--- config.mk ---
export PLATFORM = sky130hd
export DESIGN_NAME = parallel_to_serial_stream
export DESIGN_NICKNAME = d
export VERILOG_FILES = /design/src/rtl/parallel_to_serial_stream.sv
export SDC_FILE = /design/constraint.sdc
export NUM_CORES = 1
export LEC_CHECK = 0
export ABC_AREA = 1
export CAP_MARGIN = 10
export CORE_MARGIN = 2
export CORE_UTILIZATION = 30
export CTS_CLUSTER_SIZE = 14
export DETAILED_ROUTE_END_ITERATION = 16
export SLEW_MARGIN = 30
export SYNTH_ARGS = -nofsm -noshare
export SYNTH_HDL_FRONTEND = slang
export SYNTH_SLANG_ARGS = --single-unit
export TNS_END_PERCENT = 30
--- constraint.sdc ---
create_clock -name clk -period 1.8 [get_ports clk]
set_clock_uncertainty 0.2 [all_clocks]
set_input_delay 0.18 -clock clk [delete_from_list [all_inputs] [get_ports clk]]
set_output_delay 0.18 -clock clk [all_outputs]
set_load 0.005 [all_outputs]
--- src/rtl/parallel_to_serial_stream.sv ---
// Word-to-serial shifter with framing, beat strobe, word_done and flush.
// Define PARALLEL_TO_SERIAL_STREAM_PREFETCH_EN for a one-word holding register.
module parallel_to_serial_stream #(
  parameter int DATA_W    = 8,
  parameter int LANES     = 1,
  parameter int CLK_DIV   = 1,
  parameter int MSB_FIRST = 1
) (
  input  logic              clk,
  input  logic              rstn,
  input  logic              flush,
  input  logic              in_valid,
  output logic              in_ready,
  input  logic [DATA_W-1:0] in_data,
  output logic [LANES-1:0]  ser_data,
  output logic              ser_frame,
  output logic              ser_strobe,
  output logic              word_done
);

  localparam int BEATS  = DATA_W / LANES;
  localparam int BEAT_W = (BEATS > 1) ? $clog2(BEATS) : 1;
  localparam int DIV_W  = (CLK_DIV > 1) ? $clog2(CLK_DIV) : 1;
  localparam logic [BEAT_W-1:0] LAST_BEAT = BEAT_W'(BEATS - 1);
  localparam logic [DIV_W-1:0]  LAST_DIV  = DIV_W'(CLK_DIV - 1);

  if (DATA_W % LANES != 0) begin : g_chk_w
    $error("DATA_W must be a multiple of LANES");
  end
  if (CLK_DIV < 1) begin : g_chk_div
    $error("CLK_DIV must be at least 1");
  end

  typedef enum logic {
    IDLE,
    SHIFT
  } state_e;

  state_e              state_q, state_d;
  logic [DATA_W-1:0]   sh_q, sh_d;
  logic [BEAT_W-1:0]   beat_q, beat_d;
  logic [DIV_W-1:0]    div_q, div_d;
  logic                hs;
  logic                beat_end;
  logic                word_end;
  logic [DATA_W-1:0]   sh_adv;

`ifdef PARALLEL_TO_SERIAL_STREAM_PREFETCH_EN
  logic [DATA_W-1:0]   hold_q, hold_d;
  logic                hold_vld_q, hold_vld_d;

  // Ready tracks only the holding slot, so a word can queue mid-shift.
  assign in_ready = rstn & ~flush & ~hold_vld_q;
`else
  assign in_ready = rstn & ~flush & (state_q == IDLE);
`endif

  assign hs       = in_valid & in_ready;
  assign beat_end = (state_q == SHIFT) && (div_q == LAST_DIV);
  assign word_end = beat_end && (beat_q == LAST_BEAT);
  assign sh_adv   = (MSB_FIRST != 0) ? (sh_q << LANES) : (sh_q >> LANES);

  assign ser_frame  = (state_q == SHIFT);
  assign ser_strobe = ser_frame && (div_q == '0);
  assign word_done  = word_end;
  assign ser_data   = !ser_frame ? '0 :
                      (MSB_FIRST != 0) ? sh_q[DATA_W-1 -: LANES] :
                                         sh_q[LANES-1:0];

  always_comb begin
    state_d = state_q;
    sh_d    = sh_q;
    beat_d  = beat_q;
    div_d   = div_q;
`ifdef PARALLEL_TO_SERIAL_STREAM_PREFETCH_EN
    hold_d     = hold_q;
    hold_vld_d = hold_vld_q;
`endif
    if (flush) begin
      state_d = IDLE;
      sh_d    = '0;
      beat_d  = '0;
      div_d   = '0;
`ifdef PARALLEL_TO_SERIAL_STREAM_PREFETCH_EN
      hold_d     = '0;
      hold_vld_d = 1'b0;
`endif
    end else begin
      unique case (state_q)
        IDLE: begin
          if (hs) begin
            sh_d    = in_data;
            beat_d  = '0;
            div_d   = '0;
            state_d = SHIFT;
          end
        end
        SHIFT: begin
`ifdef PARALLEL_TO_SERIAL_STREAM_PREFETCH_EN
          if (hs && !word_end) begin
            hold_d     = in_data;
            hold_vld_d = 1'b1;
          end
`endif
          if (!beat_end) begin
            div_d = div_q + DIV_W'(1);
          end else begin
            div_d = '0;
            if (beat_q != LAST_BEAT) begin
              beat_d = beat_q + BEAT_W'(1);
              sh_d   = sh_adv;
            end else begin
              beat_d = '0;
`ifdef PARALLEL_TO_SERIAL_STREAM_PREFETCH_EN
              if (hold_vld_q) begin
                sh_d       = hold_q;
                hold_vld_d = 1'b0;
              end else if (hs) begin
                sh_d = in_data;
              end else begin
                state_d = IDLE;
                sh_d    = '0;
              end
`else
              state_d = IDLE;
              sh_d    = '0;
`endif
            end
          end
        end
        default: state_d = IDLE;
      endcase
    end
  end

  always_ff @(posedge clk or negedge rstn) begin
    if (!rstn) begin
      state_q <= IDLE;
      sh_q    <= '0;
      beat_q  <= '0;
      div_q   <= '0;
    end else begin
      state_q <= state_d;
      sh_q    <= sh_d;
      beat_q  <= beat_d;
      div_q   <= div_d;
    end
  end

`ifdef PARALLEL_TO_SERIAL_STREAM_PREFETCH_EN
  always_ff @(posedge clk or negedge rstn) begin
    if (!rstn) begin
      hold_q     <= '0;
      hold_vld_q <= 1'b0;
    end else begin
      hold_q     <= hold_d;
      hold_vld_q <= hold_vld_d;
    end
  end
`endif

endmodule

== After elaboration in Yosys (flattened, before gate mapping) ==
Cells that the tools add are included.
Storage, ports and cells
  bits in registers: 13
  output and inout bits: 5
  logic and storage cells: 39
Cells by class
  add/sub/neg operators: 2
  eq/ne operators: 4
  multiplexer cells: 20
  bitwise logic cells: 6
  reductions and logical operators: 3
Operators with widths (number)
  $mux 8: 4
  $pmux 8 s2: 1
  $mux 3: 4
  $mux 1: 8
  $ne 3x3->1 const B: 2
  $pmux 3 s2: 1
  $pmux 1 s2: 2
  $add 3x1->3 const B: 1
  $and 1x1->1: 3
  $eq 3x3->1 const B: 1
  $ne 3x2->1 const B: 1
  $not 1->1: 3
  $logic_and 1x1->1: 2
  $reduce_and 2->1: 1
  $add 1x1->1 const B: 1

== Logic depth before layout (Yosys ltp) ==
  depth after elaboration: 7
  depth in mapped cells: 7

== Worst setup path after synthesis ==
Ideal clock, no wire load.
  path kind: reg-to-reg
  start: register beat_q[0]
  end: register sh_q[1]
  library setup time: 0.065 ns
  data arrival time: 1.285 ns
  required time: 1.535 ns
  setup slack: 0.250 ns
  stages on the path, launching flop included: 8
  path buffers: 0
  clock period less this slack: 1.550 ns
  path through: dfrtp_1 > ha_1 > ha_1 > nor2_1 > nand3_1 > nand2_1 > nand2_1 > nand2_1
On the way
  word-level cells in the longest chain between the ends: 5
RTL lines
  from (decl): RTL line 41  | logic [BEAT_W-1:0] beat_q, beat_d;
  from (signal assigned): RTL line 145  | beat_q <= beat_d;
  $ne 3x3->1: RTL line 109  | if (beat_q != LAST_BEAT) begin
  $mux 8: RTL line 109
  $mux 8: RTL line 105  | if (!beat_end) begin
  $pmux 8 s2: RTL line 89  | unique case (state_q)
  $mux 8: RTL line 79  | if (flush) begin
  to (signal assigned): RTL line 139  | sh_q <= '0;
  to (signal assigned): RTL line 144  | sh_q <= sh_d;
  to (decl): RTL line 40  | logic [DATA_W-1:0] sh_q, sh_d;
No other way between the ends. The select of a mux whose other input is x is not followed.
A chain may end at the register's enable or synchronous reset.

== Final worst setup path ==
  start: register beat_q[0]
  end: output port word_done
On the way
  word-level cells in the longest chain between the ends: 2
RTL lines
  $eq 3x3->1: RTL line 60  | assign word_end = beat_end && (beat_q == LAST_BEAT);
  $logic_and 1x1->1: RTL line 60
  to (decl): RTL line 18  | output logic word_done
No other way between the ends.

==> results.sh <==
export IMPL_cts_made_buffers=3
export IMPL_cts_hold_buffers_added=0
export IMPL_setup_violations=0
export IMPL_ios=17
export IMPL_slew_viol_final=0
export IMPL_crit_start="beat_q[0]"
export IMPL_die_area_um2=2700
export IMPL_rsz0062_at_grt="no"
export IMPL_min_path_type="in2async"
export IMPL_whs_ns=0.0329
export IMPL_tightest_slew_ns=0.209
export IMPL_reg2reg_to="sh_q[7]"
export IMPL_cp_required_ns=1.42
export IMPL_first_pass_iters=4
export IMPL_diodes=0
export IMPL_num_vias=668
export IMPL_outcome="completed"
export IMPL_crit_buf_inv=1
export IMPL_syn_num_nets=107
export IMPL_critical_path_class="reg2out"
export IMPL_seqPwrFrac_pct=50.0
export IMPL_drt_first_iter_violations=14
export IMPL_fmax_ghz=0.585
export IMPL_reg2reg_depth=9
export IMPL_grt_pass1_wl_um=2590
export IMPL_start_util_pct=31.5
export IMPL_vias_per_cell=4.39
export IMPL_area_growth_pct=46.3
export IMPL_cts_tree="yes"
export IMPL_final_nets=139
export IMPL_ys_seq_elements=13
export IMPL_die_x_um=51.9
export IMPL_gp_congestion=0.731
export IMPL_io_buffer_count=16
export IMPL_ir_drop_mv=0.353
export IMPL_crit_path_top_delay_cell="dfrtp_1"
export IMPL_ant_nets=0
export IMPL_crit_top_cell="ha_2"
export IMPL_grt_start_max_net_pins=14
export IMPL_cp_max_fo=2
export IMPL_insertion_delay_ns=0.28
export IMPL_cp_end_kind="output port"
export IMPL_syn_area_um2=689
export IMPL_critical_path_cell_chain="ha_2 -> ha_2 -> and3_2 -> clkbuf_2"
export IMPL_max_slew_margin_pct=86.1
export IMPL_switchingPower_w=0.000180
export IMPL_clkPwrFrac_pct=27.9
export IMPL_die_y_um=51.9
export IMPL_finalCritPeriodShare_pct=95.0
export IMPL_synthCells=93
export IMPL_leakagePower_nw=0.566
export IMPL_final_hold_viol_count=0
export IMPL_grt_pass1_vias=611
export IMPL_max_stage_delay_ns=0.39
export IMPL_r2r_start="beat_q[0]"
export IMPL_avgSynthCellArea_um2=7.41
export IMPL_cts_buffer_depth=2
export IMPL_p_sw_share_pct=27.4
export IMPL_grt_ovfl_total=0
export IMPL_critPathTopFamily="flip-flops"
export IMPL_drc=0
export IMPL_arrival_ns=1.33
export IMPL_seq_area_frac_synth_pct=47.2
export IMPL_root_buffer="clkbuf_4"
export IMPL_internal_power_w=0.000476
export IMPL_power_frac_comb_pct=22.1
export IMPL_core_area_um2=2190
export IMPL_numClockSinks=13
export IMPL_grt_use_total_pct=13.4
export IMPL_maxCapViolCount=0
export IMPL_cts_clk_slew_worst_paths_ns=0.08
export IMPL_reg2reg_slack_ns=0.18
export IMPL_drive_above_1_share_pct=19.4
export IMPL_dp_slack_ns=-0.0718
export IMPL_ctsHtreeMaxLevel=1
export IMPL_ys_types=14
export IMPL_power_density_nw_per_um2=651
export IMPL_wl_um=1600
export IMPL_synth_warnings=0
export IMPL_antenna_found_initial=0
export IMPL_worst_slack_ns=0.0905
export IMPL_post_dp_hpwl_um=1190
export IMPL_rows=17
export IMPL_final_min_clock_period_ns=1.71
export IMPL_wire_per_inst_um=10.5
export IMPL_startpoint_type="flip-flop"
synthesized netlist by cell type, drive strengths merged:
master  count  share of area, %
a21oi       1              0.73
and3        1               1.1
buf         1               2.2
dfrtp      13                47
ha          2               3.6
inv         8               4.4
nand2      48                27
nand3       7               5.1
nor2        6               3.6
nor3        1              0.73
o21ai       5               4.2
registers in the layout (all words and copies together), names as in the netlist:
name and cells:
ser_frame 1, div_q 1, beat_q 3, sh_q 8
what timing repair did:
| item | 4_1_cts | 5_1_grt |
|---|---|---|
| resized for setup | 7 | 3 |
| endpoints found under the hold margin | 0 | 0 |
| cloned | 0 | 0 |
| setup buffers | 1 | 1 |
| setup endpoints to repair | 3 | 4 |
per-layer routing:
| metal | GRT usage (%) | share of wire, % | up-vias |
|---|---|---|---|
| met1 | 16.9 | 47 | 294 |
| li1 | - | - | 353 |
| met3 | 3.74 | 6.1 | 5 |
| met2 | 20.0 | 44 | 16 |
| met4 | 7.89 | 2.5 | 0 |
| met5 | 0 | 0 | - |
cells by family (layout without fill, tap and decap cells):
kind of cell / Yosys count / count (layout) / share of synthesized area, %
AND/OR/NAND/NOR: 63 / 63 / 37.7
flip-flops: 13 / 13 / 47.2
buffers and inverters: 9 / 40 / 6.53
AO/OA/AOI/OAI: 6 / 6 / 4.90
adder cells (fa/ha/maj): 2 / 2 / 3.63
power groups by stage:
stage / clock network [W] / registers (W) / logic [W]
2_1_floorplan: 0 / 0.000332 / 0.0000632
3_3_place_gp: 0 / 0.000334 / 0.000138
3_5_place_dp: 0 / 0.000335 / 0.000141
4_1_cts: 0.000190 / 0.000328 / 0.000146
5_1_grt: 0.000207 / 0.000331 / 0.000164
6_report: 0.000183 / 0.000328 / 0.000145
final cells by class:
cell class              count  area [um^2]
clock buffers               4         26.3
inverters                   8         30.0
well taps                  28         35.0
multi-input cells          71          329
flip-flops and latches     13          327
repair buffers             28          262
fillers                   231         1180
placed cells by master, fill, tap and decap left out, drive strengths merged:
master	Yosys	layout
clkbuf	0	5
clkdlybuf4s50	0	12
buf	1	12
ha	2	2
nand3	7	7
inv	8	8
dlygate4sd2	0	1
nor3	1	1
dfrtp	13	13
nor2	6	6
and3	1	1
o21ai	5	5
a21oi	1	1
nand2	48	48
dlymetal6s2s	0	2
worst max-delay path by stage:
| stage | endpoint | slack [ns] | cells past startpoint |
|---|---|---|---|
| floorplan | sh_q[1] | 0.25 | 7 |
| global placement | in_ready | 0.004 | 4 |
| detailed placement | in_ready | -0.07 | 4 |
| CTS | word_done | -0.02 | 4 |
| global route | sh_q[3] | 0.008 | 9 |
| finish | word_done | 0.09 | 4 |
stage by stage:
stage	setup TNS [ns]	utilization [%]	instance area [um^2]	power [W]	cells
floorplan	0	-	689	0.000395	93
global placement	0	43.7	957	0.000472	146
detailed placement	-0.0718	43.7	957	0.000475	146
CTS	-0.0206	45.7	1000	0.000664	151
global route	0	46.0	1010	0.000701	152
finish	0	46.0	1010	0.000656	152
No activity file was read; power rests on OpenSTA's default activity.
